## config.mk

```make
export PLATFORM = sky130hd
export DESIGN_NAME = dmem_ctrl
export DESIGN_NICKNAME = d
export VERILOG_FILES = /design/src/rtl/dmem_ctrl.sv
export SDC_FILE = /design/constraint.sdc
export NUM_CORES = 1
export LEC_CHECK = 0
export CORE_AREA = 2 2 118 120
export CTS_CLUSTER_SIZE = 25
export DETAILED_ROUTE_END_ITERATION = 7
export DIE_AREA = 0 0 120 122
export PLACE_DENSITY_LB_ADDON = 0.05
export SETUP_SLACK_MARGIN = 0.4
export SYNTH_ARGS = -nofsm -noshare
export SYNTH_HDL_FRONTEND = slang
export SYNTH_SLANG_ARGS = --single-unit
```

## constraint.sdc

```tcl
create_clock -name clk -period 6.7 [get_ports clk]
set_clock_uncertainty 0.1 [all_clocks]
set_input_delay 1.675 -clock clk [delete_from_list [all_inputs] [get_ports clk]]
set_output_delay 1.675 -clock clk [all_outputs]
set_load 0.05 [all_outputs]
```

## src/rtl/dmem_ctrl.sv

```systemverilog
// Data-memory access controller: sequences core loads/stores (with sub-word
// read-modify-write) and an auxiliary word port onto a single-port data BRAM.
package dmem_pkg;
  typedef enum logic [2:0] {
    DATATYPE_BYTE  = 3'd0,
    DATATYPE_HALF  = 3'd1,
    DATATYPE_WORD  = 3'd2,
    DATATYPE_UBYTE = 3'd3,
    DATATYPE_UHALF = 3'd4
  } data_type_bus;
endpackage

// Handshakes: a requester holds req and all its inputs until it sees
// core_ready_o / aux_gnt_o high in a cycle; that cycle completes (or accepts)
// the access and the requester may change its inputs after the clock edge.
module dmem_ctrl
  import dmem_pkg::*;
#(
  parameter int unsigned AUX_MAX_WAIT = 4
) (
  input  logic         clk,
  input  logic         rst,
  input  logic         core_req_i,
  input  logic         core_we_i,
  input  logic [31:0]  core_addr_i,
  input  logic [31:0]  core_wdata_i,
  input  data_type_bus core_type_i,
  output logic [31:0]  core_rdata_o,
  output logic         core_ready_o,
  output logic         core_stall_o,
  output logic         misalign_o,
  input  logic         aux_req_i,
  input  logic         aux_we_i,
  input  logic [31:0]  aux_addr_i,
  input  logic [31:0]  aux_wdata_i,
  output logic         aux_gnt_o,
  output logic         aux_rvalid_o,
  output logic [31:0]  aux_rdata_o,
  output logic         bram_en_o,
  output logic         bram_we_o,
  output logic [29:0]  bram_addr_o,
  output logic [31:0]  bram_wdata_o,
  input  logic [31:0]  bram_rdata_i,
  output logic [1:0]   dbg_state
);

  typedef enum logic [1:0] {S_IDLE, S_LD, S_RMW, S_AUX_RD} state_t;

  state_t       state_q, state_d;
  logic [3:0]   wait_q, wait_d;
  logic [29:0]  addr_q;
  data_type_bus type_q;
  logic [1:0]   off_q;
  logic [31:0]  wdata_q;
  logic         lat_en;
  logic         wait_max, aux_win, core_acc, aux_acc, core_misal;
  logic         unused_aux_low;

  assign unused_aux_low = ^aux_addr_i[1:0];
  assign dbg_state      = state_q;

  function automatic logic [31:0] fmt_load(input logic [31:0] w, input logic [1:0] off,
                                           input data_type_bus t);
    logic [7:0]  b;
    logic [15:0] h;
    b = w[{off, 3'b000} +: 8];
    h = off[1] ? w[31:16] : w[15:0];
    case (t)
      DATATYPE_BYTE:  fmt_load = {{24{b[7]}}, b};
      DATATYPE_UBYTE: fmt_load = {24'd0, b};
      DATATYPE_HALF:  fmt_load = {{16{h[15]}}, h};
      DATATYPE_UHALF: fmt_load = {16'd0, h};
      default:        fmt_load = w;
    endcase
  endfunction

  // A u-type store is treated as the signed type of the same width.
  function automatic logic [31:0] merge(input logic [31:0] w, input logic [31:0] d,
                                        input logic [1:0] off, input data_type_bus t);
    merge = w;
    case (t)
      DATATYPE_BYTE, DATATYPE_UBYTE: merge[{off, 3'b000} +: 8] = d[7:0];
      DATATYPE_HALF, DATATYPE_UHALF: begin
        if (off[1]) merge[31:16] = d[15:0];
        else        merge[15:0]  = d[15:0];
      end
      default: merge = d;
    endcase
  endfunction

  always_comb begin
    wait_max = (wait_q == 4'(AUX_MAX_WAIT));
    aux_win  = aux_req_i && (!core_req_i || wait_max);
    core_acc = (state_q == S_IDLE) && core_req_i && !aux_win;
    aux_acc  = (state_q == S_IDLE) && aux_win;
    case (core_type_i)
      DATATYPE_HALF, DATATYPE_UHALF: core_misal = core_addr_i[0];
      DATATYPE_WORD:                 core_misal = (core_addr_i[1:0] != 2'b00);
      default:                       core_misal = 1'b0;
    endcase
  end

  always_comb begin
    state_d      = state_q;
    lat_en       = 1'b0;
    core_rdata_o = '0;
    core_ready_o = 1'b0;
    misalign_o   = 1'b0;
    aux_gnt_o    = 1'b0;
    aux_rvalid_o = 1'b0;
    aux_rdata_o  = '0;
    bram_en_o    = 1'b0;
    bram_we_o    = 1'b0;
    bram_addr_o  = '0;
    bram_wdata_o = '0;
    unique case (state_q)
      S_IDLE: begin
        if (core_acc) begin
          if (core_misal) begin
            misalign_o   = 1'b1;
            core_ready_o = 1'b1;
          end else begin
            bram_en_o   = 1'b1;
            bram_addr_o = core_addr_i[31:2];
            lat_en      = 1'b1;
            if (core_we_i && core_type_i == DATATYPE_WORD) begin
              bram_we_o    = 1'b1;
              bram_wdata_o = core_wdata_i;
              core_ready_o = 1'b1;
            end else if (core_we_i) begin
              state_d = S_RMW;
            end else begin
              state_d = S_LD;
            end
          end
        end else if (aux_acc) begin
          aux_gnt_o    = 1'b1;
          bram_en_o    = 1'b1;
          bram_we_o    = aux_we_i;
          bram_addr_o  = aux_addr_i[31:2];
          bram_wdata_o = aux_wdata_i;
          if (!aux_we_i) state_d = S_AUX_RD;
        end
      end
      S_LD: begin
        core_ready_o = 1'b1;
        core_rdata_o = fmt_load(bram_rdata_i, off_q, type_q);
        state_d      = S_IDLE;
      end
      S_RMW: begin
        bram_en_o    = 1'b1;
        bram_we_o    = 1'b1;
        bram_addr_o  = addr_q;
        bram_wdata_o = merge(bram_rdata_i, wdata_q, off_q, type_q);
        core_ready_o = 1'b1;
        state_d      = S_IDLE;
      end
      S_AUX_RD: begin
        aux_rvalid_o = 1'b1;
        aux_rdata_o  = bram_rdata_i;
        state_d      = S_IDLE;
      end
      default: state_d = S_IDLE;
    endcase
    // Reset abandons any in-flight access: nothing may leave the block.
    if (rst) begin
      core_rdata_o = '0;
      core_ready_o = 1'b0;
      misalign_o   = 1'b0;
      aux_gnt_o    = 1'b0;
      aux_rvalid_o = 1'b0;
      aux_rdata_o  = '0;
      bram_en_o    = 1'b0;
      bram_we_o    = 1'b0;
      bram_addr_o  = '0;
      bram_wdata_o = '0;
    end
    core_stall_o = core_req_i && !core_ready_o && !rst;
  end

  // Saturating at the threshold keeps the compare true while the FSM is busy.
  always_comb begin
    wait_d = wait_q;
    if (aux_gnt_o)                   wait_d = '0;
    else if (aux_req_i && !wait_max) wait_d = wait_q + 4'd1;
  end

  always_ff @(posedge clk) begin
    if (rst) begin
      state_q <= S_IDLE;
      wait_q  <= '0;
      addr_q  <= '0;
      type_q  <= DATATYPE_BYTE;
      off_q   <= '0;
      wdata_q <= '0;
    end else begin
      state_q <= state_d;
      wait_q  <= wait_d;
      if (lat_en) begin
        addr_q  <= core_addr_i[31:2];
        type_q  <= core_type_i;
        off_q   <= core_addr_i[1:0];
        wdata_q <= core_wdata_i;
      end
    end
  end

endmodule

```

# == After elaboration in Yosys (flattened, before gate mapping) ==
# Index checks and enable logic that the tools add are counted.
# op_classes
reduce_logical,24
shift,3
n_addsub,2
n_eq_ne,14
mux,55
# op_table
cell,count
two-way mux 32 bit,9
case mux 32 bit (2 select lines),2
case mux 32 bit (4 select lines),1
two-way mux 30 bit,4
case mux 30 bit (2 select lines),1
two-way mux 16 bit,3
bitwise mux 32 bit,1
"variable shift 8 x 7 -> 32 bit, first input constant",1
variable part select 32 x 6 -> 8 bit,1
variable part select 8 x 7 -> 32 bit,1
two-way mux 1 bit,23
two-way mux 2 bit,6
"!= test 3 bit, second input constant",4
OR reduction 2 bit,5
logical AND 1 bit,8
case mux 1 bit (2 select lines),4
negation 5 -> 7 bit,1
"== test 3 x 1 -> 1 bit, second input constant",2
"== test 3 x 2 -> 1 bit, second input constant",2
"== test 3 bit, second input constant",2
zero test 1 bit,5
"adder 4 x 1 -> 4 bit, second input constant",1
"== test 2 bit, second input constant",2
"== test 4 x 3 -> 1 bit, second input constant",1
other kinds (8),8
# word_totals
wordCells,104
ff_bits,73

# == Depth between registers and ports, before layout ==
# Gate-level depths: netlist of the first run.
# logic_depth
depth_word,11
ltp_mapped,10

# == Least setup slack after synthesis of the first run ==
# Ideal clock, no wire load.
# synth_path
kind,in2out
startpoint,input port rst
endpoint,output port core_rdata_o[0]
path_slack_ns,1.273
arrival_ns,3.652
required_ns,4.925
path_buffers,1
cell_stages,4
cell_sequence,buf_2 inv_1 nand2_1 nor4_1
# synth_via
elab_chain_len,1
# synth_lines
element,line,source
"start, declared",22,"input logic rst,"
two-way mux 32 bit,166,if (rst) begin
"end, declared",28,"output logic [31:0] core_rdata_o,"
# Every way passes these cells.

# == Worst setup path after layout of the first run ==
# layout_path
startpoint,input port aux_req_i
endpoint,output port bram_addr_o[15]
# layout_via
elab_chain_len,6
elab_cells_between_ends,8
classes_between,4 x mux; 4 x reduce/logical
# layout_lines
element,line,source
"start, declared",32,"input logic aux_req_i,"
logical AND 1 bit *,93,aux_win = aux_req_i && (!core_req_i || wait_max);
logical AND 1 bit / zero test 1 bit (equally long branches),"95, 94",
two-way mux 30 bit / logical AND 1 bit (equally long branches),"136, 94",
two-way mux 30 bit *,118,if (core_acc) begin
case mux 30 bit (2 select lines) *,116,unique case (state_q)
two-way mux 30 bit *,166,
"end, declared",41,"output logic [29:0] bram_addr_o,"
# Every way passes the cells marked *; elsewhere a longest branch is shown, timed or not.

==> impl_metrics.sql, run 1 <==
INSERT INTO impl_metrics (metric_group, metric, value, unit) VALUES
('run_status', 'result_of_the_run', 'finished clean', ''),
('synthesis', 'synth_area_per_cell', '7.07', 'um2'),
('global_routing', 'total_global_routing_overflow', '0', ''),
('synthesis', 'ys_async_sr_fraction', '0', '%'),
('clock_network', 'worst_skew_pair.late_latency', '330', 'ps'),
('global_routing', 'pin_count_of_the_biggest_net_entering_global_routing', '57', ''),
('setup_path', 'cp-end-kind', 'primary output', ''),
('sta', 'unrepaired_setup_endpoints_after_global_routing', 'false', ''),
('synthesis', 'post_synth_edffs', '0', ''),
('power_and_ir_drop', 'seq_power_share', '22.7', '%'),
('synthesis', 'synth_cell_types', '69', ''),
('sta', 'timing.final.crit_share', '91.5', '%'),
('layout', 'instances_no_fill', '1269', ''),
('sta', 'final_hold_viol_count', '0', ''),
('synthesis', 'synth_seq_cells', '73', ''),
('power_and_ir_drop', 'power-per-cell-area', '275', 'nW/um2'),
('layout', 'mostFrequentLayoutCell', 'clkdlybuf4s50_1', ''),
('clock_network', 'post_cts_resize_count', '0', ''),
('power_and_ir_drop', 'share_comb_of_total_power', '54.9', '%'),
('die', 'die_area', '14600', 'um2'),
('sta', 'max_slew_violation_total_from_the_final_report', '0', ''),
('setup_path', 'worst_ep_required_time', '4930', 'ps'),
('setup_path', 'path_common_cell', 'clkdlybuf4s50_1', ''),
('layout', 'drive_gt1_share', '9.64', '%'),
('power_and_ir_drop', 'power.net_switching', '1.18', 'mW'),
('detailed_routing', 'wl_per_cell', '19.0', 'um'),
('die', 'design.core.area', '13500', 'um2'),
('clock_network', 'number_of_sinks_driven_by_the_clock_tree', '73', ''),
('placement', 'routabilityCongestion', '0.941', ''),
('synthesis', 'synth_top_flop_cell', 'dfxtp_1', ''),
('detailed_routing', 'detailroute.wirelength.met2', '11.6', 'mm'),
('sta', 'worst_pin_slew', '1000', 'ps'),
('clock_network', 'cts_buffer_depth', '2', ''),
('sta', 'max_clock_freq', '163', 'MHz'),
('power_and_ir_drop', 'leakagePower', '3.33', 'nW'),
('setup_path', 'count_of_buffering_cells_on_the_critical_path_with_inverters_included', '3', ''),
('global_routing', 'grtUsageTotal', '31.9', '%'),
('clock_network', 'cts_tree', 'done', ''),
('setup_path', 'worst_path_largest_cell_delay', '840', 'ps'),
('synthesis', 'synthesis.nets', '1005', ''),
('placement', 'numPortBuffers', '301', ''),
('layout', 'n_fill_cell', '1229', ''),
('setup_path', 'worst-r2r-setup-slack', '3620', 'ps'),
('setup_path', 'critPathArrivalTime', '4350', 'ps'),
('setup_path', 'timing.critical_path.slowest_stage_cell', 'clkdlybuf4s50_1', ''),
('power_and_ir_drop', 'power.internal', '1.34', 'mW'),
('detailed_routing', 'drt_pass1_iterations', '5', ''),
('detailed_routing', 'ant_nets', '0', ''),
('clock_network', 'clock_tree.htree_level_count', '3', ''),
('detailed_routing', 'detail_route.iter0.violations', '596', ''),
('layout', 'layout.cells.most_common_list', 'clkdlybuf4s50_1 (271), nand2_1 (177), a21oi_1 (131), dfxtp_1 (73), nor2_1 (47)', ''),
('setup_path', 'critical_path.startpoint_type', 'input port', ''),
('power_and_ir_drop', 'p_sw_share', '46.7', '%'),
('detailed_routing', 'post_drt_via_cell_ratio', '5.86', ''),
('setup_path', 'worst_path_dominant_cell_family', 'buffers and inverters', ''),
('synthesis', 'synth_warnings', '0', ''),
('detailed_routing', 'finalWirelength', '24.1', 'mm'),
('setup_path', 'worstPathCellList', 'clkdlybuf4s50_1, nand4b_2, nand3_2, nor3_4, buf_12, a222oi_1, nor3_1, clkdlybuf4s50_1', ''),
('clock_network', 'worst_setup_hold_path_clk_slew', '60', 'ps'),
('synthesis', 'synth-seq-area-share', '25.1', '%'),
('global_routing', 'antenna_found_initial', '0', ''),
('synthesis', 'synth_area', '5820', 'um2'),
('setup_path', 'critPathMaxFanout', '54', ''),
('sta', 'finalSetupViolCount', '0', ''),
('sta', 'finalWorstPathRequiredPeriod', '6130', 'ps'),
('synthesis', 'synth_cells', '823', ''),
('min_path', 'timing.hold.worst.class', 'reg2reg', ''),
('detailed_routing', 'detailroute.via_count', '7442', ''),
('layout', 'n_antenna_cell', '0', ''),
('sta', 'max_slew_headroom', '32.3', '%'),
('clock_network', 'cts.root.buffer_cell', 'clkbuf_16', '');
final timing paths:
check,start,endpoint,cells past startpoint
max reg2reg,dbg_state[0],wdata_q[5],7
max,aux_req_i,bram_addr_o[15],8
min reg2reg,wdata_q[31],wdata_q[31],2
min,wdata_q[31],wdata_q[31],2
per-stage QoR:
| stage | area [um2] | utilization (%) | power [mW] | hold slack (ps) | worst slack (ps) |
|---|---|---|---|---|---|
| 3_3_place_gp | 8830 | 65.4 | 1.95 | 344 | 589 |
| 5_1_grt | 9180 | 68.0 | 2.64 | 375 | 421 |
| 6_report | 9180 | 68.0 | 2.52 | 355 | 572 |
| 4_1_cts | 9180 | 68.0 | 2.52 | 355 | 568 |
| 3_5_place_dp | 8830 | 65.4 | 1.96 | 347 | 599 |
| 2_1_floorplan | 5820 | - | 1.49 | 336 | 1270 |
area by class of cell:
cell class / count / area, um2 / share of cell area (%)
Multi-Input combinational cell: 673 / 4030 / 43.8
Timing Repair Buffer: 319 / 3100 / 33.7
Sequential cell: 73 / 1460 / 15.9
Clock buffer: 9 / 225 / 2.45
Tap cell: 180 / 225 / 2.45
Clock inverter: 7 / 119 / 1.29
Inverter: 8 / 30.0 / 0.327
worst min-delay path, stage by stage (launching register included):
cell	delay (ps)
dfxtp_1	310
nand2_1	50
a21oi_1	50
cell usage after synthesis (all sizes together), types with 3 or more instances:
library cell | number | area [um2]
a32o | 8 | 80.1
nor4 | 10 | 77.6
xnor2 | 3 | 26.3
nand2b | 4 | 32.5
nand3 | 10 | 55.1
o21ai | 20 | 115
a211oi | 8 | 65.1
buf | 34 | 198
clkbuf | 35 | 131
a21oi | 132 | 664
inv | 8 | 30.0
nand2 | 177 | 664
and2 | 33 | 206
ha | 13 | 163
or2 | 9 | 56.3
a222oi | 11 | 110
dfxtp | 73 | 1460
a31oi | 8 | 50.1
o221ai | 9 | 78.8
nor2 | 49 | 194
nor2b | 13 | 81.3
nor3 | 38 | 205
xor2 | 3 | 26.3
mux2i | 10 | 104
a221o | 24 | 240
a22oi | 28 | 210
mux2 | 8 | 90.1
o31ai | 3 | 27.5
o211ai | 16 | 120
nand4 | 3 | 18.8
power by group through the flow:
stage	sequential, mW	combinational (mW)	clock (mW)
floorplan	0.565	0.922	0
detailed placement	0.580	1.38	0
finish	0.573	1.39	0.563
global placement	0.578	1.37	0
global route	0.582	1.48	0.585
CTS	0.571	1.38	0.566
flip-flops by register name, indices dropped and copies added, names as in the netlist:
| signal | count |
|---|---|
| type_q | 3 |
| off_q | 2 |
| addr_q | 30 |
| wait_q | 4 |
| wdata_q | 32 |
| dbg_state | 2 |
cell families after synthesis:
kind of cell / after synthesis / synth area share (%)
and+or+nand+nor: 357 / 29.1
AOI/OAI and AO/OA: 278 / 32.2
buffers and inverters: 77 / 6.17
DFF: 73 / 25.1
muxes: 19 / 3.72
adders and majority gates: 13 / 2.80
xor gates and xnor gates: 6 / 0.903
routing by layer:
metal / GRT usage [%] / vias up
li1: - / 3531
met1: 38.7 / 3497
met2: 52.7 / 342
met3: 8.47 / 72
met4: 15.2 / 0
met5: 0 / -
Power figures use the tool's default switching activity.
==> run 2, diff against run 1 <==
- MAX_ROUTING_LAYER: unset -> met4
==> run 2 against run 1 <==
Sequential power about the same. Hold slack about the same. Final cell count unchanged. Clock power decreased by 12%. Die area unchanged.
==> impl_metrics.sql, run 2 (synthesis gave the netlist of run 1 again) <==
INSERT INTO impl_metrics (metric_group, metric, value, unit) VALUES
('run_status', 'result_of_the_run', 'finished clean', ''),
('global_routing', 'first_pass_grt_wire_length', '37.0', 'mm'),
('setup_path', 'worst_ep_required_time', '4930', 'ps'),
('layout', 'reg_top3', 'wdata_q (32), addr_q (30), wait_q (4)', ''),
('clock_network', 'hold_buffers', '0', ''),
('setup_path', 'critical_path.startpoint_type', 'input port', ''),
('layout', 'largest_register_ffs', '32', ''),
('detailed_routing', 'detail_route.wirelength.met1', '9.19', 'mm'),
('die', 'die_h', '122', 'um'),
('sta', 'final_hold_viol_count', '0', ''),
('global_routing', 'grt_pass1_vias', '7040', ''),
('detailed_routing', 'finalWirelength', '24.1', 'mm'),
('clock_network', 'number_of_sinks_driven_by_the_clock_tree', '73', ''),
('sta', 'timing.final.crit_share', '91.5', '%'),
('clock_network', 'clock_tree.htree_level_count', '3', ''),
('detailed_routing', 'wl_per_cell', '19.0', 'um'),
('die', 'die-width', '120', 'um'),
('layout', 'layout.cells.most_common_list', 'clkdlybuf4s50_1 (273), nand2_1 (177), a21oi_1 (131), dfxtp_1 (73), nor2_1 (47)', ''),
('power_and_ir_drop', 'worst_ir_drop_vdd', '162', 'uV'),
('setup_path', 'timing.critical_path.slowest_stage_cell', 'clkdlybuf4s50_1', ''),
('detailed_routing', 'drcViolationCount', '0', ''),
('placement', 'dp_hpwl', '17.5', 'mm'),
('sta', 'finalSetupTns', '0', 'ps'),
('die', 'initial_utilization', '43.1', '%'),
('setup_path', 'setup.worst_path.class', 'in2out', ''),
('global_routing', 'antenna_found_initial', '1', ''),
('clock_network', 'cts.root.buffer_cell', 'clkbuf_16', ''),
('clock_network', 'post_cts_buffers', '0', ''),
('clock_network', 'cts_buffer_depth', '2', ''),
('sta', 'finalSetupViolCount', '0', ''),
('sta', 'worst_pin_slew', '935', 'ps'),
('die', 'io-pin-count', '304', ''),
('die', 'placement_rows', '43', ''),
('layout', 'layout-area-overhead-vs-synth', '57.0', '%'),
('sta', 'max_slew_headroom', '37.5', '%'),
('clock_network', 'post_cts_resize_count', '0', ''),
('layout', 'n_fill_cell', '1250', ''),
('layout', 'final_nets', '1265', ''),
('clock_network', 'worst_skew_pair.late_latency', '340', 'ps'),
('global_routing', 'pin_count_of_the_biggest_net_entering_global_routing', '84', ''),
('detailed_routing', 'route.met3.wl', '2.12', 'mm'),
('detailed_routing', 'detailroute.wirelength.met2', '11.9', 'mm'),
('placement', 'routabilityCongestion', '0.934', ''),
('detailed_routing', 'ant_nets', '0', ''),
('sta', 'unrepaired_setup_endpoints_after_global_routing', 'false', ''),
('layout', 'drive_gt1_share', '9.56', '%'),
('placement', 'numPortBuffers', '301', ''),
('layout', 'largest_register', 'wdata_q', ''),
('sta', 'max_slew_violation_total_from_the_final_report', '0', ''),
('clock_network', 'cts_made_buffers', '9', ''),
('global_routing', 'total_global_routing_overflow', '0', ''),
('power_and_ir_drop', 'power-per-cell-area', '269', 'nW/um2'),
('setup_path', 'critPathMaxFanout', '60', ''),
('sta', 'max_clock_freq', '163', 'MHz'),
('die', 'die_area', '14600', 'um2'),
('setup_path', 'path_common_cell', 'clkdlybuf4s50_1', ''),
('detailed_routing', 'detail_route.iter0.violations', '544', ''),
('setup_path', 'reg2regPathDepth', '7', ''),
('clock_network', 'worst_setup_hold_path_clk_slew', '60', 'ps'),
('clock_network', 'cts_tree', 'done', ''),
('detailed_routing', 'drt_pass1_iterations', '5', ''),
('setup_path', 'worstPathCellList', 'clkdlybuf4s50_1, nand4b_2, nand3_2, nor3_4, buf_12, a222oi_1, nor3_1, clkdlybuf4s50_1', ''),
('global_routing', 'grtUsageTotal', '32.9', '%'),
('die', 'design.core.area', '13500', 'um2'),
('detailed_routing', 'post_drt_via_cell_ratio', '5.91', ''),
('setup_path', 'worst_path_largest_cell_delay', '840', 'ps'),
('setup_path', 'critPathArrivalTime', '4360', 'ps'),
('min_path', 'timing.hold.worst.class', 'reg2reg', ''),
('sta', 'finalWorstPathRequiredPeriod', '6130', 'ps'),
('min_path', 'whs_path_depth', '2', ''),
('sta', 'whs', '356', 'ps'),
('detailed_routing', 'route.top_layer_used', 'met4', ''),
('detailed_routing', 'detailroute.via_count', '7496', ''),
('setup_path', 'cp-end-kind', 'primary output', ''),
('job', 'max-cap-violations', '0', ''),
('layout', 'mostFrequentLayoutCell', 'clkdlybuf4s50_1', ''),
('power_and_ir_drop', 'leakagePower', '3.27', 'nW');
[run 2: cell types whose count changed in the layout (fill, tap and decap cells not counted), sizes merged]
cell / delta
buf: -1
bufinv: -2
clkbuf: +1
clkdlybuf4s50: +2
clkinv: +1
diode: +1
dlymetal6s2s: -2
[run 2: cell type report]
| cell class | count | area, um2 | area share (%) |
|---|---|---|---|
| diodes | 1 | 2.50 | 0.0274 |
| well taps | 180 | 225 | 2.47 |
| inverters | 8 | 30.0 | 0.329 |
| flip-flops and latches | 73 | 1460 | 16.0 |
| multi-input cells | 673 | 4030 | 44.1 |
| clock inverters | 6 | 67.6 | 0.740 |
| repair buffers | 318 | 3080 | 33.8 |
| clock buffers | 10 | 239 | 2.62 |
[run 2: worst max-delay path, delay by kind of cell]
family                 cells  cell delay, ps
AOI/OAI and AO/OA          1             110
and+or+nand+nor            4             940
buffers and inverters      3            1610
[run 2: power by group]
group | total [mW] | internal [mW] | switching [mW]
clock network | 0.497 | 0.299 | 0.198
logic | 1.38 | 0.478 | 0.906
registers | 0.575 | 0.501 | 0.0735
total | 2.46 | 1.28 | 1.18
[run 2: worst paths after layout]
| path | from | slack [ps] | endpoint |
|---|---|---|---|
| setup / recovery | aux_req_i | 570 | bram_addr_o[15] |
| setup reg to reg | dbg_state[0] | 3550 | wdata_q[8] |
| hold reg to reg | wdata_q[25] | 360 | wdata_q[25] |
| hold / removal | wdata_q[25] | 360 | wdata_q[25] |
[run 2: metrics by stage]
step / total power [mW] / cells / area [um2] / utilization, % / worst slack (ps)
after floorplan: 1.49 / 823 / 5820 / - / 1270
after global placement: 1.95 / 1252 / 8820 / 65.3 / 572
after detailed placement: 1.95 / 1252 / 8820 / 65.3 / 601
after CTS: 2.45 / 1268 / 9130 / 67.6 / 578
after global routing: 2.58 / 1269 / 9130 / 67.6 / 430
final: 2.46 / 1269 / 9130 / 67.6 / 568
[run 2: routing by layer]
layer  track usage (%)  vias up
li1                  -     3537
met1              38.3     3513
met2              55.0      370
met3              6.74       76
met4              14.6        0
met5                 -        -
==> run 3, diff against run 2 <==
- TNS_END_PERCENT: unset -> 10
==> results of run 3 <==
The final DEF is identical to that of run 2; final timing and power are the same.
